--- src/rtl/video_vblank_write_scheduler.sv ---
// Frame-synchronous write scheduler: holds selected video-slot writes in a FIFO during
// active video and releases them back-to-back after frame_end; all other writes pass straight through.
module video_vblank_write_scheduler #(
    parameter int          DEPTH      = 16,
    parameter logic [7:0]  DEFER_MASK = 8'hFE
) (
    input  logic                     clk_sys,
    input  logic                     reset_sys_n,
    input  logic                     video_cs,
    input  logic                     video_wr,
    input  logic [20:0]              video_addr,
    input  logic [31:0]              video_wr_data,
    input  logic                     frame_end,
    input  logic                     defer_en,
    output logic                     vs_cs,
    output logic                     vs_wr,
    output logic [20:0]              vs_addr,
    output logic [31:0]              vs_wr_data,
    output logic [$clog2(DEPTH):0]   fifo_count,
    output logic                     overflow,
    output logic                     busy
);

    localparam int PW = $clog2(DEPTH);
    localparam int CW = PW + 1;

    typedef enum logic {
        S_IDLE,
        S_DRAIN
    } state_t;

    state_t         r_state;
    logic [52:0]    r_mem [DEPTH];
    logic [PW-1:0]  r_wr_ptr;
    logic [PW-1:0]  r_rd_ptr;
    logic [CW-1:0]  r_drain_left;

    logic           w_accept;
    logic           w_deferred;
    logic           w_full;
    logic           w_push;
    logic           w_forced;
    logic           w_direct;
    logic           w_pop;
    logic [52:0]    w_head;

    // A write is deferred only for a selected register slot while deferral is enabled.
    assign w_accept   = video_cs & video_wr;
    assign w_deferred = w_accept & ~video_addr[20] & DEFER_MASK[video_addr[16:14]] & defer_en;
    assign w_full     = (fifo_count == CW'(DEPTH));
    assign w_push     = w_deferred & ~w_full;
    assign w_forced   = w_deferred & w_full;
    assign w_direct   = (w_accept & ~w_deferred) | w_forced;
    // Direct writes own the bus; the drain simply stalls for that cycle.
    assign w_pop      = (r_state == S_DRAIN) & ~w_direct;
    assign w_head     = r_mem[r_rd_ptr];

    // NOTE: the entry storage has no reset; the pointers and count alone define validity,
    // and leaving it unreset lets it map onto plain RAM.
    always_ff @(posedge clk_sys) begin
        if (w_push) begin
            r_mem[r_wr_ptr] <= {video_addr, video_wr_data};
        end
    end

    // NOTE: all state below uses non-blocking assignments so every register sees the
    // pre-edge values of the others, independent of statement order.
    always_ff @(posedge clk_sys or negedge reset_sys_n) begin
        if (!reset_sys_n) begin
            r_state      <= S_IDLE;
            r_wr_ptr     <= '0;
            r_rd_ptr     <= '0;
            r_drain_left <= '0;
            fifo_count   <= '0;
            overflow     <= 1'b0;
            busy         <= 1'b0;
            vs_cs        <= 1'b0;
            vs_wr        <= 1'b0;
            vs_addr      <= '0;
            vs_wr_data   <= '0;
        end else begin
            vs_cs <= 1'b0;
            vs_wr <= 1'b0;
            if (w_direct) begin
                vs_cs      <= 1'b1;
                vs_wr      <= 1'b1;
                vs_addr    <= video_addr;
                vs_wr_data <= video_wr_data;
            end else if (w_pop) begin
                vs_cs      <= 1'b1;
                vs_wr      <= 1'b1;
                vs_addr    <= w_head[52:32];
                vs_wr_data <= w_head[31:0];
            end

            if (w_push) begin
                r_wr_ptr <= r_wr_ptr + PW'(1);
            end
            if (w_pop) begin
                r_rd_ptr <= r_rd_ptr + PW'(1);
            end
            if (w_push && !w_pop) begin
                fifo_count <= fifo_count + CW'(1);
            end else if (w_pop && !w_push) begin
                fifo_count <= fifo_count - CW'(1);
            end

            if (w_forced) begin
                overflow <= 1'b1;
            end

            // The snapshot excludes entries pushed while draining, keeping each frame atomic.
            case (r_state)
                S_IDLE: begin
                    if (frame_end && fifo_count != '0) begin
                        r_state      <= S_DRAIN;
                        r_drain_left <= fifo_count;
                        busy         <= 1'b1;
                    end
                end
                S_DRAIN: begin
                    if (w_pop) begin
                        r_drain_left <= r_drain_left - CW'(1);
                        if (r_drain_left == CW'(1)) begin
                            r_state <= S_IDLE;
                            busy    <= 1'b0;
                        end
                    end
                end
                default: begin
                    r_state <= S_IDLE;
                    busy    <= 1'b0;
                end
            endcase
        end
    end

endmodule

--- config.mk ---
export PLATFORM = sky130hd
export DESIGN_NAME = video_vblank_write_scheduler
export DESIGN_NICKNAME = d
export VERILOG_FILES = /design/src/rtl/video_vblank_write_scheduler.sv
export SDC_FILE = /design/constraint.sdc
export NUM_CORES = 1
export LEC_CHECK = 0
export ABC_AREA = 1
export BUFFER_PORTS_ARGS = -buffer_cell sky130_fd_sc_hd__buf_4
export CAP_MARGIN = 20
export CORE_AREA = 2 2 337 339
export CTS_BUF_LIST = sky130_fd_sc_hd__clkbuf_16
export DETAILED_ROUTE_END_ITERATION = 16
export DIE_AREA = 0 0 339 341
export PLACE_DENSITY_LB_ADDON = 0.2
export RECOVER_POWER = 25
export REMOVE_ABC_BUFFERS = 1
export SYNTH_ARGS = -nofsm -noshare
export SYNTH_HDL_FRONTEND = slang
export SYNTH_SLANG_ARGS = --single-unit
--- constraint.sdc ---
create_clock -name clk_sys -period 5.6 [get_ports clk_sys]
set_clock_uncertainty 0.2 [all_clocks]
set_input_delay 1.12 -clock clk_sys [delete_from_list [all_inputs] [get_ports clk_sys]]
set_output_delay 1.12 -clock clk_sys [all_outputs]
set_load 0.01 [all_outputs]
=== Word-level counts from Yosys, hierarchy flattened ===
Memories as Yosys holds them, arrays and structs flattened.
Index checks and enable logic that the tools add are counted.

* Input port bits: 59
* Bits in registers: 75
* Memory bits (writable): 848
* Bits in read-only memories: 8
* Memories: 2

* Magnitude comparators: 1
* Add/sub/neg operators: 5
* Multiplexer cells: 22
* Bitwise logic cells: 14
* Reduce and logical (&&, ||, !) cells: 10
* Eq/ne operators: 5

{| class="wikitable"
|+ Memories
! memory !! depth !! width !! rd ports !! clocked after Yosys merged registers in !! write ports !! RTL line !! RTL
|-
| r_mem || 16 || 53 || 1 || 0 || 1 || 33 || <nowiki>logic [52:0] r_mem [DEPTH];</nowiki>
|-
| (no name shown) || 8 || 1 || 1 || 0 || 0 || 49 || <nowiki>assign w_deferred = w_accept & ~video_addr[20] & DEFER_MASK[video_addr[16:14]] & defer_en;</nowiki>
|}

{| class="wikitable"
|+ Operator list
! kind !! count
|-
| $mux 32 || 2
|-
| $mux 21 || 2
|-
| $mux 5 || 4
|-
| $mux 1 || 11
|-
| $pmux 5 s2 || 1
|-
| $sub 5x1->5 const B || 2
|-
| $add 4x1->4 const B || 2
|-
| $and 1x1->1 || 8
|-
| $add 5x1->5 const B || 1
|-
| $eq 5x1->1 const B || 1
|-
| $eq 5x5->1 const B || 1
|-
| $not 1->1 || 5
|-
| $reduce_bool 5->1 || 1
|-
| $lt 3x4->1 const B || 1
|-
| $ne 2x1->1 const B || 2
|-
| $pmux 1 s2 || 2
|-
| $reduce_bool 2->1 || 2
|-
| $logic_and 1x1->1 || 3
|-
| $reduce_and 3->1 || 1
|-
| $logic_not 1->1 || 2
|-
| $ne 2x2->1 const B || 1
|-
| $reduce_and 2->1 || 1
|-
| $or 1x1->1 || 1
|}

=== Logic depth before layout (Yosys ltp) ===
Gate-level depths: netlist of run 1.

* Depth after elaboration: 12
* Depth in mapped cells: 14
* Gate-level depth less buffers: 14

=== Worst setup path after synthesis of run 1 ===
Ideal clock, no wire load.

* Path kind: input-to-reg
* Start: input video_cs
* End: memory r_mem[11][0] (enable)
* Setup slack: 0.954 ns
* Library setup time: 0.464 ns
* Cell stages on the path: 6
* Arrival time: 3.982 ns
* Cell sequence: nand2_1 > nor2_1 > nand3_2 > clkinv_1 > nand2_1 > nor2_1

* Longest elaborated chain between the ends: 7

{| class="wikitable"
|+ Ends and longest elaborated chain
! element !! RTL line !! RTL
|-
| start: declaration || 9 || <nowiki>input logic video_cs,</nowiki>
|-
| $and 1x1->1 || 48 || <nowiki>assign w_accept = video_cs & video_wr;</nowiki>
|-
| $and 1x1->1 (3 in series) || 49 ||
|-
| $and 1x1->1 || 51 || <nowiki>assign w_push = w_deferred & ~w_full;</nowiki>
|-
| named net w_push || 41 || <nowiki>logic w_push;</nowiki>
|-
| $mux 1 || 61 || <nowiki>if (w_push) begin</nowiki>
|-
| $mux 1 (not written as such) || 62 || <nowiki>r_mem[r_wr_ptr] <= {video_addr, video_wr_data};</nowiki>
|-
| end: declaration || 33 ||
|}

The timed path passes the listed nets, and every way through them passes these cells.

=== Worst setup path after layout of run 1 ===
* Start: input video_addr[15]
* End: register vs_wr_data[28]

* Longest elaborated chain between the ends: 10

{| class="wikitable"
|+ Ends and longest elaborated chain
! element !! RTL line !! RTL
|-
| start: declaration || 11 || <nowiki>input logic [20:0] video_addr,</nowiki>
|-
| $mem_v2 8x1 * || n/a ||
|-
| $mux 1 (not written as such) * || 49 ||
|-
| $and 1x1->1 * (2 in series) || 49 ||
|-
| $not 1->1 || 53 || <nowiki>assign w_direct = (w_accept & ~w_deferred) | w_forced;</nowiki>
|-
| $and 1x1->1 || 53 ||
|-
| $or 1x1->1 * || 53 ||
|-
| $not 1->1 || 55 || <nowiki>assign w_pop = (r_state == S_DRAIN) & ~w_direct;</nowiki>
|-
| $and 1x1->1 || 55 ||
|-
| $reduce_bool 2->1 (no source line) || n/a ||
|-
| end signal: assignment || 88 || <nowiki>vs_wr_data <= video_wr_data;</nowiki>
|-
| end signal: assignment || 93 || <nowiki>vs_wr_data <= w_head[31:0];</nowiki>
|-
| end: declaration || 18 || <nowiki>output logic [31:0] vs_wr_data,</nowiki>
|}

Mark *: on every way between the ends. The rest lies on a longest branch, timed or not. The select of a mux whose other input is x is not followed.
A chain may end at the register's enable or synchronous reset.

==> flow_summary.json, run 1 <==
{
  "swShare": 0.371,
  "status": "complete, no violations",
  "pin_count": 121,
  "ys_seq_elements": 923,
  "cts.repair.resized": 0,
  "synth_mux_area_frac": 0,
  "fin_tns_setup_ps": 0,
  "fin_nets": 3899,
  "syn_to_final_growth_pct": 14.3,
  "coreArea_um2": 112000,
  "clock_latency_ps": 670,
  "yosysTopAreaCell": "edfxtp_1",
  "synthSimpleGateAreaFrac": 0.228,
  "irDropWorstVdd_mv": 0.431,
  "synth.area.top_cells": "edfxtp_1, nand2_1, nand3_1",
  "p_int_mw": 13.5,
  "leakagePower_nw": 18.0,
  "track_usage": 0.186,
  "fin_cells": 5414,
  "synth_warnings": 0,
  "setup_slack_ps": 1730,
  "seqPwrFrac": 0.389,
  "synth-seq-area-share": 0.702,
  "gr-total-overflow": 0,
  "synthCells": 3744,
  "drtPass1Iterations": 5,
  "die_y_um": 341,
  "dieWidth_um": 339,
  "rrSetupSlack_ps": 2200,
  "max_cap_viol_count": 0,
  "numPortBuffers": 120,
  "antenna_found_initial": 5,
  "placementRows": 123,
  "synth_top_family_by_area": "simple AND/OR/NAND/NOR gates",
  "via_count": 25600,
  "async_reset_ff_frac": 0.0813,
  "critPathArrivalTime_ps": 4220,
  "setup_viol": 0,
  "synth.top_cell.area_share": 0.654,
  "place_ws_ps": 954,
  "max-slew-margin-rel": 0.232,
  "switching_power_mw": 7.92,
  "synthXorXnorAreaFrac": 0.00180,
  "comb_power_share": 0.313,
  "dpl.hpwl_mm": 59.4,
  "ant_nets": 0,
  "root_buffer": "clkbuf_16",
  "max_slew.worst_pin.slew_ps": 1150,
  "ys.flop_type": "edfxtp_1",
  "fin_util": 0.398,
  "ys_types": 27,
  "hp-class": "reg2reg",
  "routed_wl_mm": 108,
  "grt_pass1_vias": 24600,
  "synth_edf_count": 848,
  "drive_gt1_frac": 0.0762,
  "crit_path_end_kind": "flop",
  "synth_fa_ha_area_frac": 0.00405,
  "post-route-min-period_ps": 3870,
  "synthTopCellsByCount": "nand2_1, edfxtp_1, nand3_1, inv_1, nor2_1",
  "cts_buffers": 99,
  "die_area_um2": 116000,
  "critPathLaunchType": "input port",
  "synth_area_um2": 38900,
  "powerDensity_nw_per_um2": 480,
  "gp_congestion": 0.756,
  "maxSlewViolCount": 0,
  "holdBufCountCts": 0,
  "wire_per_inst_um": 20.0,
  "cts_max_level": 3,
  "drtIter0Drc": 1958,
  "synth_compound_area_frac": 0.0117,
  "avgSynthCellArea_um2": 10.4,
  "drc": 0,
  "grt_max_degree": 204,
  "grt_pass1_wl_mm": 162,
  "vias_per_cell": 4.73,
  "cts_tree": "done",
  "fin_crit_sh": 0.692,
  "cts_setup_buffers": 0,
  "path_clk_slew_ps": 60,
  "cts.sinks": 923,
  "initial_core_util": 0.348,
  "fmax_mhz": 258,
  "synth_most_common_cell": "nand2_1",
  "clockBufferDepth": 3,
  "p_clk_frac": 0.298,
  "holdWs_ps": 283,
  "rsz0062_at_grt": "false",
  "worst_ep_required_time_ps": 5950,
  "crit_type": "in2reg",
  "dp_cells": 5227,
  "hold_viol_final": 0,
  "crit_path_max_fanout": 51
}
final cells by class:
type                            instances  area, µm²
Fill cell                           10900      67400
Tap cell                             1500       1880
Clock buffer                          101       2530
Inverter                              289       1110
Multi-Input combinational cell       2342       9710
Antenna cell                            3       7.51
Sequential cell                       923      27400
Timing Repair Buffer                  173       1300
Clock inverter                         83        608
registers in the layout, summed over array words and instances, names as in the netlist:
name / cells
vs_addr: 21
r_drain_left: 5
r_mem: 848
r_rd_ptr: 4
vs_wr_data: 32
busy: 1
vs_wr: 1
overflow: 1
r_wr_ptr: 4
r_state: 1
fifo_count: 5
final timing paths:
kind | cells after the start | end | start
setup reg to reg | 14 | fifo_count[4] | fifo_count[0]
max in group asynchronous | 2 | r_rd_ptr[0] | reset_sys_n
hold / removal | 2 | vs_addr[1] | vs_addr[1]
setup / recovery | 12 | vs_wr_data[28] | video_addr[15]
min in group asynchronous | 1 | fifo_count[4] | reset_sys_n
hold reg to reg | 2 | vs_addr[1] | vs_addr[1]
worst max-delay path, stage by stage:
cell and delay (ps):
clkbuf_1 630, inv_1 130, nand2_1 100, nor2_1 40, nor2_1 110, nand2_1 120
nand3_4 70, buf_4 620, inv_2 680, buf_4 430, nand2_1 90, nand2_1 50
through the flow:
step                      power (mW)  area, µm²
final                           21.4      44500
after global routing            22.7      44500
after CTS                       21.7      44600
after detailed placement        15.3      41500
after global placement          15.3      41500
after floorplan                 12.5      38000
cell families after synthesis:
| kind of cell | after synthesis |
|---|---|
| AOI/OAI and AO/OA | 90 |
| buffers and inverters | 479 |
| xor gates and xnor gates | 8 |
| adders and majority gates | 12 |
| and+or+nand+nor | 2232 |
| DFF | 923 |
metal layers:
layer	wire length, µm	GRT usage
met1	50000	0.261
met2	51000	0.303
met3	5620	0.0290
met4	1810	0.0409
met5	16	0
cells in the final DEF (no fill, tap or decap), drive strengths merged:
cell type,synthesis,routed
clkinv,1,46
inv,288,314
bufinv,0,8
o21ai,31,31
buf,149,133
xor2,5,5
clkbuf,41,141
o21bai,1,1
nor2,249,249
diode,0,3
edfxtp,848,848
nand3,385,385
clkinvlp,0,4
xnor2,3,3
a21boi,1,1
nand2,1597,1597
a31oi,1,1
fa,1,1
a21oi,56,56
nand4,1,1
ha,11,11
dfrtp,75,75
power by group through the flow:
stage          Sequential [mW]  Combinational [mW]  Clock (mW)
2_1_floorplan             8.64                3.84           0
3_3_place_gp              8.49                6.78           0
3_5_place_dp              8.47                6.81           0
4_1_cts                   8.34                6.82        6.51
5_1_grt                   8.37                7.55        6.78
6_report                  8.32                6.68        6.36
(Power assumes the default switching activity.)
==> inputs of run 2 (changes only) <==
clock period = 3.2 ns   (was 5.6 ns; I/O delays follow)
==> flow_summary.json, run 2 (same netlist as run 1, synthesis figures left out) <==
{
  "max_stage_delay_ps": 470,
  "grt_pass1_wl_mm": 160,
  "swShare": 0.362,
  "p_total_mw": 37.8,
  "numPortBuffers": 120,
  "cts_buffers": 102,
  "path_clk_slew_ps": 60,
  "hold_path.startpoint": "video_wr_data[10]",
  "coreArea_um2": 112000,
  "worst_ep_required_time_ps": 3550,
  "drc": 0,
  "setup_viol": 0,
  "post-route-min-period_ps": 2630,
  "comb_power_share": 0.320,
  "cp-startpoint": "fifo_count[1]",
  "initial_core_util": 0.348,
  "syn_to_final_growth_pct": 16.6,
  "max_cap_viol_count": 0,
  "hp-class": "in2reg",
  "place_ws_ps": 168,
  "cts_max_level": 3,
  "setup_slack_ps": 569,
  "max-slew-margin-rel": 0.305,
  "crit_path_end_kind": "flop",
  "grt_pass1_vias": 24400,
  "cts.repair.resized": 0,
  "dpl.hpwl_mm": 58.1,
  "place_area_um2": 42300,
  "crit_path_max_fanout": 6,
  "crit_slowest_cell": "dfrtp_1",
  "use_met2": 0.299,
  "antenna_found_initial": 2,
  "gr-total-overflow": 0,
  "cts_tree": "done",
  "routed_wl_mm": 107,
  "clockBufferDepth": 3,
  "layout_common_cells": "nand2_1, edfxtp_1, nand3_1",
  "grt_max_degree": 108,
  "grt_util_met1": 0.258,
  "fmax_mhz": 380,
  "wire_per_inst_um": 19.5,
  "met3_usage": 0.0287,
  "drtPass1Iterations": 5,
  "holdWs_ps": 132,
  "via_count": 25500,
  "gp_congestion": 0.749,
  "reg.largest.list": "r_mem (848), vs_wr_data (32), vs_addr (21)",
  "leakagePower_nw": 18.4,
  "critPathArrivalTime_ps": 2980,
  "p_clk_frac": 0.300,
  "cts_setup_buffers": 0,
  "critPathLaunchType": "flop",
  "dp_cells": 5265,
  "drive_gt1_frac": 0.0887,
  "track_usage": 0.183,
  "dieWidth_um": 339,
  "regMostFlops": "r_mem",
  "worstReg2RegStart": "fifo_count[1]",
  "p_int_mw": 24.1,
  "nFillCells": 10800,
  "placementRows": 123,
  "fin_crit_sh": 0.822,
  "stdcell_area_um2": 45400,
  "rsz0062_at_grt": "false",
  "busiest_layer": "met2",
  "fin_nets": 3941,
  "fin_util": 0.406,
  "seqPwrFrac": 0.379,
  "max_slew.worst_pin.slew_ps": 1040,
  "holdBufCountCts": 1,
  "powerDensity_nw_per_um2": 832,
  "die_y_um": 341,
  "hold_viol_final": 0,
  "drtIter0Drc": 1908,
  "cts.sinks": 923,
  "switching_power_mw": 13.7,
  "die_area_um2": 116000,
  "layout_commonest_cell": "nand2_1",
  "maxSlewViolCount": 0,
  "ant_nets": 0,
  "worstPathCellList": "nor2_1 > nand3_1 > nand3_4 > nand2_4 > nand2_2 > ha_1 > inv_1 > fa_1 > a21oi_1 > o21bai_1 > xor2_1 > nand2_1 > o21ai_0",
  "largest_reg_flops": 848,
  "fin_tns_setup_ps": 0,
  "critical_path.top_delay_family": "simple AND/OR/NAND/NOR gates",
  "vias_per_cell": 4.67,
  "status": "complete, no violations",
  "fin_cells": 5460,
  "pin_count": 121,
  "clock_latency_ps": 680,
  "root_buffer": "clkbuf_16",
  "crit_buf_inv": 1,
  "crit_type": "reg2reg",
  "irDropWorstVdd_mv": 0.952
}
[run 2: cell count changes in the layout (fill, tap and decap cells not counted), sizes merged]
| cell | before | now |
|---|---|---|
| bufinv | 8 | 6 |
| buf | 133 | 172 |
| diode | 3 | 1 |
| clkinv | 46 | 55 |
| clkinvlp | 4 | 3 |
| inv | 314 | 311 |
| clkbuf | 141 | 146 |
| dlygate4sd3 | 0 | 1 |
[run 2: area by class of cell]
type	count	area, µm²	share of cell area
flip-flops and latches	923	27400	0.603
multi-input cells	2342	9710	0.214
clock buffers	107	2680	0.0590
repair buffers	212	2100	0.0462
well taps	1500	1880	0.0413
inverters	289	1100	0.0243
clock inverters	86	573	0.0126
diodes	1	2.50	0.0000551
[run 2: worst reg2reg max path: stages, from the launching register on]
cell	delay, ps
dfrtp_1	470
nor2_1	180
nand3_1	170
nand3_4	130
nand2_4	70
nand2_2	60
ha_1	190
inv_1	110
fa_1	410
a21oi_1	160
o21bai_1	90
xor2_1	140
nand2_1	60
o21ai_0	70
[run 2: metal layers]
metal | wire (µm) | part of all wire | vias to the layer above
met3 | 5360 | 0.050 | 118
met4 | 1700 | 0.016 | 2
met1 | 49300 | 0.46 | 12300
li1 | - | - | 12500
met2 | 50100 | 0.47 | 594
met5 | 8 | 0.000075 | -
[run 2: final timing paths]
kind,to,slack [ps],depth (start not counted)
setup / recovery,fifo_count[4],570,13
hold / removal,r_mem[8][10],130,1
setup reg to reg,fifo_count[4],570,13
hold reg to reg,vs_wr_data[5],280,2
max in group asynchronous,vs_wr_data[29],1660,3
min in group asynchronous,r_drain_left[3],360,2
[run 2: power by group through the flow]
stage	Sequential (mW)	Clock, mW	Combinational, mW
final	14.3	11.3	12.1
after global routing	14.4	12.1	13.7
after CTS	14.3	11.6	12.3
after detailed placement	14.6	0	12.3
after global placement	14.6	0	12.3
after floorplan	14.9	0	5.52
